**src/rtl/serv_rf_bank_pkg.sv**
```systemverilog
// Shared types and sizing helpers for the banked SERV register-file controller.
package serv_rf_bank_pkg;

  // Controller FSM: RST holds everything idle, CLR sweeps the RAM, RUN serves requests.
  typedef enum logic [1:0] {
    RST = 2'd0,
    CLR = 2'd1,
    RUN = 2'd2
  } state_t;

  // Word-address width of one bank: GPRs plus CSRs, 32 bits each, WIDTH bits per word.
  function automatic int rf_l2d(input int width, input int csr_regs);
    return $clog2((32 + csr_regs) * 32 / width);
  endfunction

  // Bank index width; a single bank still carries a 1-bit (constant zero) field.
  function automatic int bank_w(input int num_banks);
    return (num_banks > 1) ? $clog2(num_banks) : 1;
  endfunction

endpackage

```
**src/rtl/serv_rf_bank_sel.sv**
```systemverilog
// Bank-select register: latches the requested bank on an accepted fetch ack and
// raises a one-cycle error pulse when the requested bank does not exist.
module serv_rf_bank_sel
  import serv_rf_bank_pkg::*;
#(
  parameter int NUM_BANKS = 4,
  parameter int BANK_W    = bank_w(NUM_BANKS)
) (
  input  logic              clk,
  input  logic              i_rst,
  input  logic              i_en,
  input  logic [BANK_W-1:0] i_sel,
  output logic [BANK_W-1:0] o_bank,
  output logic              o_bank_err
);

  localparam logic [BANK_W:0] NB = NUM_BANKS[BANK_W:0];

  logic              sel_ok;
  logic              sel_bad;
  logic [BANK_W-1:0] bank_q;
  logic              err_q;

  // With a single bank the field is pinned to zero and never flagged.
  assign sel_ok  = (NUM_BANKS > 1) && ({1'b0, i_sel} < NB);
  assign sel_bad = (NUM_BANKS > 1) && !sel_ok;

  // Bank register and error pulse; an out-of-range request leaves the bank untouched.
  always_ff @(posedge clk or posedge i_rst) begin
    if (i_rst) begin
      bank_q <= '0;
      err_q  <= 1'b0;
    end else begin
      err_q <= i_en & sel_bad;
      if (i_en && sel_ok) begin
        bank_q <= i_sel;
      end
    end
  end

  assign o_bank     = bank_q;
  assign o_bank_err = err_q;

endmodule

```
**src/rtl/serv_rf_bank_ctrl.sv**
```systemverilog
// Banked register-file controller sitting between serv_rf_ram_if and serv_rf_ram.
// The RAM sees one flat address {bank, word}. Writes pass through one register
// stage tagged with the bank active at capture; a read of the address being
// committed in the same cycle is served from the write stage on the next cycle.
// Optional feature macro: SERV_RF_BANK_CLEAR_EN -- when defined, the whole RAM is
// swept with zeros after reset release before the controller reports ready.
module serv_rf_bank_ctrl
  import serv_rf_bank_pkg::*;
#(
  parameter int WIDTH     = 2,
  parameter int CSR_REGS  = 4,
  parameter int NUM_BANKS = 4,
  parameter int BANK_LSB  = 30,
  parameter int L2D       = rf_l2d(WIDTH, CSR_REGS),
  parameter int BANK_W    = bank_w(NUM_BANKS)
) (
  input  logic                  clk,
  input  logic                  i_rst,
  input  logic [31:0]           i_ibus_adr,
  input  logic                  i_ibus_ack,
  input  logic [L2D-1:0]        i_waddr,
  input  logic [WIDTH-1:0]      i_wdata,
  input  logic                  i_wen,
  input  logic [L2D-1:0]        i_raddr,
  output logic [WIDTH-1:0]      o_rdata,
  output logic [BANK_W+L2D-1:0] o_ram_waddr,
  output logic [WIDTH-1:0]      o_ram_wdata,
  output logic                  o_ram_wen,
  output logic [BANK_W+L2D-1:0] o_ram_raddr,
  input  logic [WIDTH-1:0]      i_ram_rdata,
  output logic [BANK_W-1:0]     o_bank,
  output logic                  o_bank_err,
  output logic                  o_ready
);

  localparam int AW = BANK_W + L2D;

  state_t            state;
  state_t            state_nxt;
  logic              clr_active;
  logic              clr_done;
  logic [AW-1:0]     clr_cnt;
  logic [BANK_W-1:0] bank;
  logic [BANK_W-1:0] sel;
  logic              unused_adr;

  logic              wr_vld_p1;
  logic [AW-1:0]     wr_addr_p1;
  logic [WIDTH-1:0]  wr_data_p1;
  logic              byp_vld_p2;
  logic [WIDTH-1:0]  byp_data_p2;

  assign sel        = i_ibus_adr[BANK_LSB +: BANK_W];
  assign unused_adr = ^i_ibus_adr;

  serv_rf_bank_sel #(
    .NUM_BANKS (NUM_BANKS),
    .BANK_W    (BANK_W)
  ) u_bank_sel (
    .clk        (clk),
    .i_rst      (i_rst),
    .i_en       (i_ibus_ack & o_ready),
    .i_sel      (sel),
    .o_bank     (bank),
    .o_bank_err (o_bank_err)
  );

  assign o_bank = bank;

`ifdef SERV_RF_BANK_CLEAR_EN
  localparam bit            CLR_EN     = 1'b1;
  localparam int            CLR_LAST_I = NUM_BANKS * (2 ** L2D) - 1;
  localparam logic [AW-1:0] CLR_LAST   = CLR_LAST_I[AW-1:0];

  // Sweep address: advances once per CLR cycle, restarts from zero outside CLR.
  always_ff @(posedge clk or posedge i_rst) begin
    if (i_rst) begin
      clr_cnt <= '0;
    end else if (state == CLR) begin
      clr_cnt <= clr_cnt + 1'b1;
    end else begin
      clr_cnt <= '0;
    end
  end

  assign clr_done = (clr_cnt == CLR_LAST);
`else
  localparam bit CLR_EN = 1'b0;

  assign clr_cnt  = '0;
  assign clr_done = 1'b1;
`endif

  // FSM state register; reset forces RST from any state.
  always_ff @(posedge clk or posedge i_rst) begin
    if (i_rst) begin
      state <= RST;
    end else begin
      state <= state_nxt;
    end
  end

  // FSM next state: optional clear sweep between reset and normal operation.
  always_comb begin
    state_nxt = state;
    case (state)
      RST:     state_nxt = CLR_EN ? CLR : RUN;
      CLR:     if (clr_done) state_nxt = RUN;
      RUN:     state_nxt = RUN;
      default: state_nxt = RST;
    endcase
  end

  // FSM outputs: requests are only accepted in RUN.
  always_comb begin
    o_ready    = 1'b0;
    clr_active = 1'b0;
    case (state)
      CLR:     clr_active = 1'b1;
      RUN:     o_ready    = 1'b1;
      default: ;
    endcase
  end

  // ---- stage p1: write capture ----
  // Write-stage valid; requests arriving while not ready are dropped here.
  always_ff @(posedge clk or posedge i_rst) begin
    if (i_rst) begin
      wr_vld_p1 <= 1'b0;
    end else begin
      wr_vld_p1 <= i_wen & o_ready;
    end
  end

  // Write-stage payload, tagged with the bank active in the capture cycle.
  always_ff @(posedge clk) begin
    wr_addr_p1 <= {bank, i_waddr};
    wr_data_p1 <= i_wdata;
  end

  assign o_ram_wen   = clr_active | wr_vld_p1;
  assign o_ram_waddr = clr_active ? clr_cnt : wr_addr_p1;
  assign o_ram_wdata = clr_active ? '0 : wr_data_p1;
  assign o_ram_raddr = {bank, i_raddr};

  // ---- stage p2: read-after-write bypass ----
  // Bypass valid: the RAM is read-first, so a same-cycle hit must come from the write stage.
  always_ff @(posedge clk or posedge i_rst) begin
    if (i_rst) begin
      byp_vld_p2 <= 1'b0;
    end else begin
      byp_vld_p2 <= o_ram_wen && (o_ram_waddr == o_ram_raddr);
    end
  end

  // Bypass data: the value committed alongside the hit.
  always_ff @(posedge clk) begin
    byp_data_p2 <= o_ram_wdata;
  end

  assign o_rdata = byp_vld_p2 ? byp_data_p2 : (o_ready ? i_ram_rdata : '0);

endmodule

```
**config.mk**
```make
export PLATFORM = sky130hd
export DESIGN_NAME = serv_rf_bank_ctrl
export DESIGN_NICKNAME = d
export VERILOG_FILES = /design/src/rtl/serv_rf_bank_pkg.sv /design/src/rtl/serv_rf_bank_sel.sv /design/src/rtl/serv_rf_bank_ctrl.sv
export SDC_FILE = /design/constraint.sdc
export NUM_CORES = 1
export LEC_CHECK = 0
export CAP_MARGIN = 20
export CORE_MARGIN = 5
export CORE_UTILIZATION = 25
export DETAILED_ROUTE_END_ITERATION = 12
export GPL_TIMING_DRIVEN = 0
export HOLD_SLACK_MARGIN = 0.02
export PLACE_DENSITY = 0.78
export SYNTH_ARGS = -nofsm -noshare
export SYNTH_HDL_FRONTEND = slang
export SYNTH_HIERARCHICAL = 1
export SYNTH_SLANG_ARGS = --single-unit
export TNS_END_PERCENT = 20
```
**constraint.sdc**
```tcl
create_clock -name clk -period 1.1 [get_ports clk]
set_input_delay 0.22 -clock clk [delete_from_list [all_inputs] [get_ports clk]]
set_output_delay 0.22 -clock clk [all_outputs]
set_load 0.005 [all_outputs]
```
## Word level (Yosys, flattened, before mapping)

Cells that the tools add are included.

- Logic and storage cells: 23
- Register bits after elaboration: 22
- Bits of input ports: 60
- Output and inout bits: 33

- Muxes and demuxes: 7
- Equality and inequality tests: 3
- Bitwise logic cells: 3
- Reduce and logical (&&, ||, !) cells: 3

Operators with widths:

| cell | number |
|---|---|
| 12-bit equality test | 1 |
| 12-bit two-way mux | 1 |
| 2-bit two-way mux | 4 |
| 3-bit OR reduction | 1 |
| 1-bit AND | 2 |
| 2-bit by 1-bit equality test with 1-bit output, second input constant | 1 |
| 2-bit equality test, second input constant | 1 |
| 2-bit logical NOT | 1 |
| 1-bit two-way mux | 2 |
| 1-bit logical AND | 1 |
| 1-bit OR | 1 |

## Logic depth before layout (Yosys ltp)

Gate-level depths: netlist (run 1).

- Word-level depth: 5
- Depth in mapped cells: 3
- Mapped depth without buffers: 3

## Modules after synthesis

Netlist (run 1), hierarchy kept.

Modules (own cells, without submodules):

| module | seq. area each (µm²) | area each (µm²) | cells an instance | instances |
|---|---|---|---|---|
| serv_rf_bank_ctrl | 395.4 | 669.4 | 58 | 1 |
| serv_rf_bank_sel | 50.0 | 87.6 | 7 | 1 |

## Worst setup path after synthesis (run 1)

Ideal clock, no wire load.

- Path kind: reg2reg
- Start point: register state[1]
- End point: register u_bank_sel.bank_q[0], in the netlist u_bank_sel/o_bank[0]
- Data required time: 0.975 ns
- Data arrival time: 0.854 ns
- Clock period less this slack: 0.978 ns
- Path slack: 0.122 ns
- Stages on the path, launching flop included: 3
- Path through: dfrtp_1 > and2_1 > mux2_2

- Longest elaborated chain between the ends: 3

RTL lines:

| element | line | RTL |
|---|---|---|
| start: declaration | serv_rf_bank_ctrl.sv:38 | `state_t state;` |
| start signal: assignment | serv_rf_bank_ctrl.sv:99 | `state <= state_nxt;` |
| 2-bit equality test | serv_rf_bank_ctrl.sv:118 | `case (state)` |
| 1-bit two-way mux | serv_rf_bank_ctrl.sv:118 |  |
| 1-bit AND | serv_rf_bank_ctrl.sv:62 | `.i_en (i_ibus_ack & o_ready),` |
| end signal: assignment | serv_rf_bank_sel.sv:36 | `bank_q <= i_sel;` |
| end: declaration | serv_rf_bank_sel.sv:21 | `logic [BANK_W-1:0] bank_q;` |

Every way passes these cells.
A chain may end at the register's enable or synchronous reset.

## Worst setup path after layout (run 1)

- Start point: register state[1]
- End point: output o_rdata[1]

- Longest elaborated chain between the ends: 4

RTL lines:

| element | line | RTL |
|---|---|---|
| 2-bit equality test | serv_rf_bank_ctrl.sv:118 |  |
| 1-bit two-way mux | serv_rf_bank_ctrl.sv:118 |  |
| 2-bit two-way mux (2 in series) | serv_rf_bank_ctrl.sv:161 | `assign o_rdata = byp_vld_p2 ? byp_data_p2 : (o_ready ? i_ram_rdata : '0);` |
| end: declaration | serv_rf_bank_ctrl.sv:25 | `output logic [WIDTH-1:0] o_rdata,` |

Every way passes these cells.

==> impl_metrics.toml, run 1 <==
[critical_path]
critical_path.top_delay_family = "flip-flops"
worst-setup-path-type = "reg2out"
required_ns = 0.88
crit_path_cell_trace = "buf_6 > nand2_2 > o21ai_1 > buf_2"
cp_max_fo = 2
cp_slowest_cell = "dfrtp_1"
path_buf_inv = 2
crit_arrival_ns = 1.13
startpoint_type = "flip-flop"
cpPeakStageDelay_ns = 0.39
critPathCaptureType = "output pin"

[sta]
rsz0062_at_grt = "true"
fin_tns_setup_ns = -0.872
hold_violations = 0
fin_crit_ns = 1.35
drv_slew = 0
period_share_pct = 122
fmax_mhz = 742
setup_ws_ns = -0.247
setup_viol = 7
skew_ns = 0.000436

[place]
place_inst = 159
port_buffers = 61
place_area_um2 = 1410
dp_hpwl_um = 1690
gp_congestion = 0.640

[global_route]
grt_pass1_wl_um = 3610
grt_usage_pct = 11.2
antenna_found_initial = 0
grt_pass1_vias = 858
grt_max_degree = 13
gr-total-overflow = 0

[clock_tree]
clockBufferDepth = 2
path_clk_slew_ns = 0.11
hold_buffers = 0
cts_buffers = 3
cts_root_buffer = "clkbuf_4"
cts_tree = "done"
clock-sinks = 21
clk_latency_ns = 0.29
cts-htree-levels = 1

[outcome]
violations = "setup timing"
status = "finished with violations"

[layout]
num_antenna_cells = 0
syn2layout_area_growth_pct = 98.2
layout_common_cells = "buf_4 (31), clkdlybuf4s50_1 (19), clkbuf_2 (16)"
final_common_cell = "buf_4"
finish.instance_area_um2 = 1500
final_cells = 178
layout.nets = 206
drive_above_1_share_pct = 62.8

[power_and_ir_drop]
sw_frac_of_total_pct = 23.4
power_density_nw_per_um2 = 1120
p_int_w = 0.00128
p_switching_w = 0.000392
p_leak_nw = 0.715
pwr-share-clk_pct = 21.1
p_seq_share_pct = 51.3
power.total_w = 0.00167
combPwrFrac_pct = 27.6
peakVddDrop_uv = 649

[detailed_routing]
drt_iter0_markers = 4
vias = 723
viasPerCell = 4.06
antenna_left = 0
drt_wl_total_um = 2160
detail_route.wl_per_cell_um = 12.1
drtPass1Iterations = 2
drc = 0

[floorplan]
die_h_um = 65.0
die-area_um2 = 4230
num_io_pins = 93
initial_core_util_pct = 25.4
coreArea_um2 = 2980
row_count = 20
dieWidth_um = 65.0

[logic_synthesis]
syn_avg_cell_area_um2 = 11.6
synth_nets = 125
yosysSeqAreaShare_pct = 58.8
ys_types = 13
syn_area_um2 = 757
synth_warnings = 6
synth_seq_cells = 21
synthCells = 65

[job]
max_cap_viol_count = 0

[worst_hold_path]
hp-class = "in2async"
-- per-layer routing --
layer	global-route usage (%)	part of all wire, %
met5	0	0
met4	4.66	1.4
met3	4.85	11
met2	21.5	52
met1	10.1	35
-- final timing paths --
path	from	slack, ns	depth (start not counted)	to
worst max-delay path	state[1]$_DFF_PP0_	-0.25	4	o_rdata[1]
worst min-delay path	i_rst	0.1	2	u_bank_sel/o_bank[1]$_DFFE_PP0P_
worst max register to register	state[1]$_DFF_PP0_	-0.06	4	u_bank_sel/o_bank[1]$_DFFE_PP0P_
worst min register to register	wr_data_p1[1]$_DFF_P_	0.36	0	byp_data_p2[1]$_DFF_P_
max in group asynchronous	i_rst	0.85	2	byp_vld_p2$_DFF_PP0_
min in group clk	i_raddr[2]	0.34	4	byp_vld_p2$_DFF_PP0_
-- synth_stat cells, drive strengths merged --
cell	count	area [µm²]
and2	2	12.5
buf	13	97.6
conb	2	7.51
dfrtp	5	125
dfxtp	16	320
inv	2	7.51
mux2	2	22.5
nand2	5	18.8
nand3	1	5.00
nand4	2	12.5
nor4	1	12.5
o21ai	2	10.0
xnor2	12	105
-- layout make-up --
cell class / count / area (µm²)
repair buffers: 76 / 613
fillers: 291 / 1480
well taps: 33 / 41.3
plain buffers: 13 / 105
multi-input cells: 29 / 243
inverters: 2 / 7.51
flip-flops and latches: 21 / 463
clock buffers: 3 / 22.5
clock inverters: 1 / 5.00
-- metrics by stage --
step                      hold slack, ns  utilization (%)  setup slack, ns
after global routing               0.106             50.4           -0.353
final                             0.0964             50.4           -0.247
after CTS                         0.0827             52.8           -0.198
after global placement             0.341             47.3           -0.493
after detailed placement           0.340             47.3           -0.529
after floorplan                  -0.0388                -            0.122
-- what timing repair did --
item / 4_1_cts / 5_1_grt
gates resized for setup: 112 / 21
setup endpoints to repair: 33 / 25
pin swaps: 4 / 0
buffers inserted: 14 / 1
-- logic make-up after synthesis --
group | after synthesis | share of synthesized area, %
compound gates | 2 | 1.32
xor+xnor | 12 | 13.9
buf+inv | 15 | 13.9
flops | 21 | 58.8
mux | 2 | 2.97
other cells | 2 | 0.992
simple gates | 11 | 8.10
-- flip-flops by register name (all words and copies together), names as in the netlist --
register           flops
u_bank_sel/o_bank      2
byp_vld_p2             1
wr_data_p1             2
wr_vld_p1              1
state                  1
wr_addr_p1            12
byp_data_p2            2
-- power groups by stage --
stage          logic [W]  registers (W)  clock network (W)
2_1_floorplan   0.000126       0.000876                  0
3_3_place_gp    0.000416       0.000872                  0
3_5_place_dp    0.000420       0.000877                  0
4_1_cts         0.000486       0.000858           0.000383
5_1_grt         0.000505       0.000867           0.000426
6_report        0.000462       0.000858           0.000353
Note: power is estimated with default switching activity, not from simulation.
==> inputs of run 2 (changes only) <==
--- a/config.mk
+++ b/config.mk
@@ -8,6 +8,7 @@
 export CAP_MARGIN = 20
 export CORE_MARGIN = 5
 export CORE_UTILIZATION = 25
+export CTS_CLUSTER_SIZE = 25
 export DETAILED_ROUTE_END_ITERATION = 12
 export GPL_TIMING_DRIVEN = 0
 export HOLD_SLACK_MARGIN = 0.02
==> results of run 2 <==
No change in the layout: final DEF, timing and power equal those of run 1.
